**src/rtl/issue_pkg.sv**
```systemverilog
// Shared widths and ALU/branch opcode encodings for the integer issue/execute unit.
// The branch opcodes only take effect when CDB_BRANCH_EN is defined.
package issue_pkg;

    localparam int DATA_W_DEFAULT = 32;
    localparam int TAG_W_DEFAULT  = 6;

    localparam logic [3:0] ALU_ADD  = 4'd0;
    localparam logic [3:0] ALU_SUB  = 4'd1;
    localparam logic [3:0] ALU_AND  = 4'd2;
    localparam logic [3:0] ALU_OR   = 4'd3;
    localparam logic [3:0] ALU_XOR  = 4'd4;
    localparam logic [3:0] ALU_SLL  = 4'd5;
    localparam logic [3:0] ALU_SRL  = 4'd6;
    localparam logic [3:0] ALU_SRA  = 4'd7;
    localparam logic [3:0] ALU_SLT  = 4'd8;
    localparam logic [3:0] ALU_SLTU = 4'd9;
    localparam logic [3:0] BR_BEQ   = 4'd10;
    localparam logic [3:0] BR_BNE   = 4'd11;

endpackage

```
**src/rtl/mul_pipe.sv**
```systemverilog
// Fixed-latency unsigned multiplier: MUL_LATENCY-1 stages of {valid, tag, product}.
// The product is formed on entry; later stages only carry it toward the CDB.
module mul_pipe import issue_pkg::*; #(
    parameter int DATA_W      = DATA_W_DEFAULT,
    parameter int TAG_W       = TAG_W_DEFAULT,
    parameter int MUL_LATENCY = 3
) (
    input  logic              clk,
    input  logic              reset,
    input  logic              in_valid,
    input  logic [TAG_W-1:0]  in_tag,
    input  logic [DATA_W-1:0] in_a,
    input  logic [DATA_W-1:0] in_b,
    output logic              out_valid,
    output logic [TAG_W-1:0]  out_tag,
    output logic [DATA_W-1:0] out_data
);

    localparam int STAGES = MUL_LATENCY - 1;

    logic [STAGES-1:0] valid_q;
    logic [TAG_W-1:0]  tag_q  [STAGES];
    logic [DATA_W-1:0] prod_q [STAGES];

    always_ff @(posedge clk) begin
        if (!reset) begin
            valid_q <= '0;
        end else begin
            valid_q[0] <= in_valid;
            for (int i = 1; i < STAGES; i++) begin
                valid_q[i] <= valid_q[i-1];
            end
        end
    end

    // Payload needs no reset: it is only ever observed behind its valid bit.
    always_ff @(posedge clk) begin
        tag_q[0]  <= in_tag;
        prod_q[0] <= in_a * in_b;
        for (int i = 1; i < STAGES; i++) begin
            tag_q[i]  <= tag_q[i-1];
            prod_q[i] <= prod_q[i-1];
        end
    end

    assign out_valid = valid_q[STAGES-1];
    assign out_tag   = tag_q[STAGES-1];
    assign out_data  = prod_q[STAGES-1];

endmodule

```
**src/rtl/int_issue_exec_unit.sv**
```systemverilog
// Issue responder for the integer and multiplier RSs: single-cycle ALU, pipelined
// multiplier, one CDB result per cycle. Define CDB_BRANCH_EN for BEQ/BNE branch results.
module int_issue_exec_unit import issue_pkg::*; #(
    parameter int DATA_W       = DATA_W_DEFAULT,
    parameter int TAG_W        = TAG_W_DEFAULT,
    parameter int MUL_LATENCY  = 3,
    parameter int STARVE_LIMIT = 4
) (
    input  logic              clk,
    input  logic              reset,
    input  logic              int_ready,
    input  logic [DATA_W-1:0] int_rs1_data,
    input  logic [DATA_W-1:0] int_rs2_data,
    input  logic [TAG_W-1:0]  int_rd_tag,
    input  logic [3:0]        int_opcode,
    output logic              int_issue_done,
    input  logic              mul_ready,
    input  logic [DATA_W-1:0] mul_rs1_data,
    input  logic [DATA_W-1:0] mul_rs2_data,
    input  logic [TAG_W-1:0]  mul_rd_tag,
    output logic              mul_issue_done,
`ifdef CDB_BRANCH_EN
    output logic              cdb_branch,
    output logic              cdb_branch_taken,
`endif
    output logic              cdb_valid,
    output logic [TAG_W-1:0]  cdb_tag,
    output logic [DATA_W-1:0] cdb_data
);

    localparam int                CNT_W   = $clog2(STARVE_LIMIT + 1);
    localparam logic [CNT_W-1:0]  LIMIT_C = CNT_W'(STARVE_LIMIT);

    logic              mul_hit;
    logic [TAG_W-1:0]  mul_tag;
    logic [DATA_W-1:0] mul_data;
    logic [CNT_W-1:0]  starve_cnt;
    logic              throttle;
    logic [DATA_W-1:0] alu_result;
    logic [4:0]        shamt;

    mul_pipe #(
        .DATA_W      (DATA_W),
        .TAG_W       (TAG_W),
        .MUL_LATENCY (MUL_LATENCY)
    ) u_mul_pipe (
        .clk       (clk),
        .reset     (reset),
        .in_valid  (mul_issue_done),
        .in_tag    (mul_rd_tag),
        .in_a      (mul_rs1_data),
        .in_b      (mul_rs2_data),
        .out_valid (mul_hit),
        .out_tag   (mul_tag),
        .out_data  (mul_data)
    );

    // An int is only accepted when the CDB slot at the next edge is free of a mul result.
    assign throttle       = (starve_cnt == LIMIT_C);
    assign mul_issue_done = reset & mul_ready & ~throttle;
    assign int_issue_done = reset & int_ready & ~mul_hit;

    always_ff @(posedge clk) begin
        if (!reset) begin
            starve_cnt <= '0;
        end else if (int_ready && !int_issue_done) begin
            if (starve_cnt != LIMIT_C) begin
                starve_cnt <= starve_cnt + CNT_W'(1);
            end
        end else begin
            starve_cnt <= '0;
        end
    end

    assign shamt = int_rs2_data[4:0];

    always_comb begin
        alu_result = '0;
        case (int_opcode)
            ALU_ADD:  alu_result = int_rs1_data + int_rs2_data;
            ALU_SUB:  alu_result = int_rs1_data - int_rs2_data;
            ALU_AND:  alu_result = int_rs1_data & int_rs2_data;
            ALU_OR:   alu_result = int_rs1_data | int_rs2_data;
            ALU_XOR:  alu_result = int_rs1_data ^ int_rs2_data;
            ALU_SLL:  alu_result = int_rs1_data << shamt;
            ALU_SRL:  alu_result = int_rs1_data >> shamt;
            ALU_SRA:  alu_result = $unsigned($signed(int_rs1_data) >>> shamt);
            ALU_SLT:  alu_result = DATA_W'($signed(int_rs1_data) < $signed(int_rs2_data));
            ALU_SLTU: alu_result = DATA_W'(int_rs1_data < int_rs2_data);
            default:  alu_result = '0;
        endcase
    end

    always_ff @(posedge clk) begin
        if (!reset) begin
            cdb_valid <= 1'b0;
            cdb_tag   <= '0;
            cdb_data  <= '0;
        end else if (mul_hit) begin
            cdb_valid <= 1'b1;
            cdb_tag   <= mul_tag;
            cdb_data  <= mul_data;
        end else if (int_issue_done) begin
            cdb_valid <= 1'b1;
            cdb_tag   <= int_rd_tag;
            cdb_data  <= alu_result;
        end else begin
            cdb_valid <= 1'b0;
        end
    end

`ifdef CDB_BRANCH_EN
    logic alu_branch;
    logic alu_taken;

    always_comb begin
        alu_branch = 1'b0;
        alu_taken  = 1'b0;
        if (int_opcode == BR_BEQ) begin
            alu_branch = 1'b1;
            alu_taken  = (int_rs1_data == int_rs2_data);
        end else if (int_opcode == BR_BNE) begin
            alu_branch = 1'b1;
            alu_taken  = (int_rs1_data != int_rs2_data);
        end
    end

    always_ff @(posedge clk) begin
        if (!reset || mul_hit || !int_issue_done) begin
            cdb_branch       <= 1'b0;
            cdb_branch_taken <= 1'b0;
        end else begin
            cdb_branch       <= alu_branch;
            cdb_branch_taken <= alu_taken;
        end
    end
`endif

endmodule

```
**config.mk**
```make
export PLATFORM = sky130hd
export DESIGN_NAME = int_issue_exec_unit
export DESIGN_NICKNAME = d
export VERILOG_FILES = /design/src/rtl/issue_pkg.sv /design/src/rtl/mul_pipe.sv /design/src/rtl/int_issue_exec_unit.sv
export SDC_FILE = /design/constraint.sdc
export NUM_CORES = 2
export LEC_CHECK = 0
export ABC_AREA = 1
export BUFFER_PORTS_ARGS = -buffer_cell sky130_fd_sc_hd__buf_2
export CAP_MARGIN = 20
export CORE_MARGIN = 4
export CORE_UTILIZATION = 53
export DETAILED_ROUTE_END_ITERATION = 7
export GPL_ROUTABILITY_DRIVEN = 0
export PLACE_DENSITY = 0.8
export SETUP_SLACK_MARGIN = 0.05
export SKIP_CTS_REPAIR_TIMING = 1
export SYNTH_ARGS = -nofsm -noshare
export SYNTH_HDL_FRONTEND = slang
export SYNTH_SLANG_ARGS = --single-unit
```
**constraint.sdc**
```tcl
create_clock -name clk -period 8.1 [get_ports clk]
set_input_delay 1.62 -clock clk [delete_from_list [all_inputs] [get_ports clk]]
set_output_delay 1.62 -clock clk [all_outputs]
set_load 0.1 [all_outputs]
```
Word level (Yosys, flattened, before mapping)
Memories as Yosys holds them, arrays and structs flattened.
Index checks and enable logic that the tools add are counted.
{"block": "totals", "regBits": 44, "mem_bits_rw": 76, "output_inout_bits": 41, "wordCells": 48, "mem_count": 2}
{"memory": "u_mul_pipe.prod_q", "depth": 2, "word_bits": 32, "rd": 2, "rd_clocked_by_memory_dff": 0, "write_ports": 2, "line_no": "mul_pipe.sv:23", "text": "logic [DATA_W-1:0] prod_q [STAGES];"}
{"memory": "u_mul_pipe.tag_q", "depth": 2, "word_bits": 6, "rd": 2, "rd_clocked_by_memory_dff": 0, "write_ports": 2, "line_no": "mul_pipe.sv:22", "text": "logic [TAG_W-1:0] tag_q [STAGES];"}
{"block": "op_classes", "add_sub_neg": 3, "multipliers": 1, "magnitude_cmp": 2, "n_eq_ne": 11, "shift": 3, "mux": 7, "bitwise": 9, "n_reduce_logical": 5}
{"operator": "32-bit one-hot mux with 10 select lines", "count": 1}
{"operator": "32-bit < comparator", "count": 2}
{"operator": "32-bit two-way mux", "count": 2}
{"operator": "32-bit adder", "count": 1}
{"operator": "32-bit bitwise AND", "count": 1}
{"operator": "32-bit by 32-bit multiplier with 32-bit output", "count": 1}
{"operator": "32-bit OR", "count": 1}
{"operator": "32-bit by 5-bit << shifter with 32-bit output", "count": 1}
{"operator": "32-bit by 5-bit right shift with 32-bit output", "count": 1}
{"operator": "32-bit by 5-bit >>> shifter with 32-bit output", "count": 1}
{"operator": "32-bit subtractor", "count": 1}
{"operator": "32-bit XOR", "count": 1}
{"operator": "4-bit by 3-bit equality test with 1-bit output, second input constant", "count": 4}
{"operator": "6-bit two-way mux", "count": 2}
{"operator": "4-bit by 2-bit equality test with 1-bit output, second input constant", "count": 2}
{"operator": "4-bit equality test, second input constant", "count": 2}
{"operator": "1-bit bitwise AND", "count": 4}
{"operator": "4-bit by 1-bit equality test with 1-bit output, second input constant", "count": 1}
{"operator": "4-bit zero test", "count": 1}
{"operator": "3-bit by 1-bit adder with 3-bit output, second input constant", "count": 1}
{"operator": "3-bit equality test, second input constant", "count": 1}
{"operator": "3-bit != test, second input constant", "count": 1}
{"operator": "1-bit two-way mux", "count": 2}
{"operator": "1-bit inverter", "count": 2}
{"operator": "other kinds (4)", "count": 4}

Longest topological paths before layout
{"block": "logic_depth", "ltp_word": 5, "mapped_depth": 32, "ltp_nobuf": 30}

Modules after synthesis
Synthesis repeated with hierarchy kept, for this count alone.
{"block": "unflattened", "cells_unflattened": 4686, "hier_area_um2": 30360.4}
{"module": "mul_pipe", "instances": 1, "cells_per_inst": 2440, "area_per_inst_um2": 18793.0}
{"module": "int_issue_exec_unit", "instances": 1, "cells_per_inst": 2246, "area_per_inst_um2": 11567.3}

Worst setup path before layout
Ideal clock, no wire load.
{"block": "synth_path", "kind": "input to register", "startpoint": "input port mul_rs2_data[3]", "endpoint": "memory u_mul_pipe.prod_q[0][24] (netlist name)", "setup_time_ps": 72, "arrival_time_ps": 7659, "t_required_ps": 8028, "setup_slack_ps": 369, "cell_stages": 26, "n_path_buf": 2, "cell_sequence": "clkbuf_1 -> clkbuf_1 -> nand2_1 -> inv_1 -> fa_1 -> inv_1 -> fa_1 -> fa_1 -> fa_1 -> inv_1 -> fa_1 -> inv_1 -> fa_1 -> inv_1 -> fa_1 -> fa_1 -> ha_1 -> nand2_1 -> nor4_1 -> o21ai_0 -> nand3_1 -> nand3_1 -> nand2_1 -> nand2_1 -> nand2_1 -> xor2_1"}
{"element": "from (decl)", "line_no": "int_issue_exec_unit.sv:19", "text": "input logic [DATA_W-1:0] mul_rs2_data,"}
{"element": "to (decl)", "line_no": "mul_pipe.sv:23"}

==> flow_summary.toml <==
[yosys]
yosysSeqAreaShare = 0.0812
yosys_warnings = 0
netlist_instances = 4526
yosysTopAreaCellShare = 0.277
ys_async_sr_fraction = 0
synth_area_per_cell_um2 = 6.54
synth_ff_type = "dfxtp_1"
synth_nets = 5306
synth_area_leader_cell = "fa_1"
synth.distinct_cells = 56
synth-seq-cells = 120
synthTopCellsByArea = "fa_1 (28%), nand2_1 (17%), inv_1 (13%)"
synth_edf_count = 0
synthesis.area_um2 = 29600

[clock_tree]
cts_tree = "done"
cts_max_path_buffers = 2
htree_levels = 4
path_clk_slew_ps = 50
cts_root_buf = "clkbuf_16"
clk_latency_ps = 400
numCtsBuffers = 17
cts.sinks = 120

[timing]
period_share = 0.942
rsz0062_at_grt = "no"
worst_pin_slew_ps = 1000
drv_slew = 0
setup_slack_ps = 466
tns_ps = 0
fin_skew_ps = 5.75
max_slew_margin = 0.326
max_clock_freq_ghz = 0.131
hold_viol_final = 0
finalCriticalPeriod_ps = 7630
setup_viol = 0

[placed_design]
place_area_um2 = 30800
hpwlAfterDp_um = 83300
pre_cts_slack_ps = 72.8
place_inst = 5291
port_buffers = 188

[route]
wl_um = 102000
viasPerCell = 5.68
firstDrtPassIters = 8
drt-initial-drc-count = 4062
wl_per_cell_um = 19.2
vias = 30300
drc = 9
antenna_left = 0

[cells_and_area]
final_area_um2 = 31400
area_delta_synth_final_pct = 6.28
fin_cells = 5329
layout_commonest_cell = "nand2_1"
drive_above_1_share = 0.0643
final_cell_mix = "nand2_1 (1,368), inv_1 (1,017), fa_1 (410)"
nets = 5342

[die]
dieArea_um2 = 59700
rows = 86
initial_core_util = 0.536
core-area_um2 = 55200
die_x_um = 244
chipHeight_um = 244
num_io_pins = 189

[global_routing]
grt_pass1_wl_um = 159000
grt_max_degree = 83
grt_pass1_vias = 29100
antenna_found_initial = 6
grt_usage = 0.338
grt_overflow_total = 0

[worst_hold_path]
worstHoldPathType = "register to register"
hold_depth = 0
hold_start = "u_mul_pipe.tag_q[0][1]$_DFF_P_"
hold_path_end = "u_mul_pipe.tag_q[0][7]$_DFF_P_"

[critical_path]
path_class = "input pin to register"
crit_path_max_fanout = 17
worst_r2r_endpoint = "cdb_data[5]$_SDFFE_PN0P_"
required_ps = 8420
cp_data_arrival_time_ps = 7960
r2r-start = "u_mul_pipe.valid_q[1]$_SDFF_PN0_"
start_kind = "input pin"
worstRegToRegCells = 7
reg2reg_slack_ps = 6120
worstSetupEndpointType = "register"

[run]
maxCapViolCount = 0

[status]
failed_checks = "design-rule violations"
run_status = "complete, but fails checks"
==> sequential cells by signal, summed over array words and instances, names as in the netlist <==
register,flops
cdb_data,32
cdb_tag,6
cdb_valid,1
starve_cnt,3
u_mul_pipe.prod_q,64
u_mul_pipe.tag_q,12
u_mul_pipe.valid_q,2
==> cell families after synthesis <==
| group | share of synthesized area |
|---|---|
| AOI/OAI and AO/OA | 0.106 |
| DFF | 0.0812 |
| and+or+nand+nor | 0.266 |
| adders and majority gates | 0.371 |
| buffers and inverters | 0.163 |
| muxes | 0.00169 |
| xor gates and xnor gates | 0.0110 |
==> cells in the mapped netlist (all sizes together), types with 2 or more instances <==
cell type	n
xnor2	10
a21oi	149
nor4	6
xor2	27
a31oi	12
nand4	29
fa	410
nor2	203
o211ai	46
a22o	3
inv	1027
or2	9
mux2i	5
o21ai	248
a211oi	10
o21bai	10
clkinv	5
nand3b	14
and3	2
a21o	7
o22ai	23
o21a	20
dfxtp	120
clkbuf	124
a221oi	3
o2111ai	4
o221ai	4
a21boi	9
and2	4
nand2	1369
buf	89
nor3	28
nand3	271
ha	222
==> worst max path at each step <==
stage / start / to
2_1_floorplan: mul_rs2_data[3] / u_mul_pipe.prod_q[0][24]$_DFF_P_
4_1_cts: mul_rs2_data[5] / u_mul_pipe.prod_q[0][25]$_DFF_P_
5_1_grt: mul_rs2_data[5] / u_mul_pipe.prod_q[0][25]$_DFF_P_
3_5_place_dp: mul_rs1_data[11] / u_mul_pipe.prod_q[0][24]$_DFF_P_
6_report: mul_rs2_data[5] / u_mul_pipe.prod_q[0][25]$_DFF_P_
3_3_place_gp: mul_rs2_data[5] / u_mul_pipe.prod_q[0][25]$_DFF_P_
==> final cells by class <==
type | count | area (um2)
Timing Repair Buffer | 230 | 1260
Clock buffer | 19 | 453
Inverter | 1032 | 3880
Tap cell | 748 | 936
Clock inverter | 13 | 123
Sequential cell | 120 | 2400
Fill cell | 5294 | 23800
Multi-Input combinational cell | 3161 | 22400
Antenna cell | 6 | 15.0
==> stage by stage <==
stage | hold WS (ps) | utilization
2_1_floorplan | 310 | -
3_3_place_gp | 310 | 0.559
3_5_place_dp | 312 | 0.559
4_1_cts | 321 | 0.569
5_1_grt | 327 | 0.569
6_report | 320 | 0.570
==> per-layer routing <==
| layer | global-route usage | vias to the layer above | wire, um |
|---|---|---|---|
| li1 | - | 13700 | - |
| met4 | 0.183 | 2 | 7330 |
| met5 | 0 | - | 31 |
| met2 | 0.526 | 2057 | 43900 |
| met1 | 0.430 | 14000 | 37200 |
| met3 | 0.0901 | 458 | 13700 |
==> critical path, stage by stage <==
cell,delay (ps)
buf_2,310
buf_4,270
nand2_1,100
fa_1,530
fa_1,520
inv_1,60
fa_1,510
inv_1,60
fa_1,400
fa_1,550
inv_1,40
ha_1,280
inv_1,70
fa_1,420
fa_1,490
inv_1,40
ha_1,350
nand2_1,90
nor2_1,110
inv_1,80
nor3_1,250
a21oi_1,180
o21ai_1,240
nand2_1,90
nand2_1,80
xor2_1,180
Power is left out: the tool's default activity adds up to more than one toggle a clock period on the data nets, which glitch-free logic cannot reach.
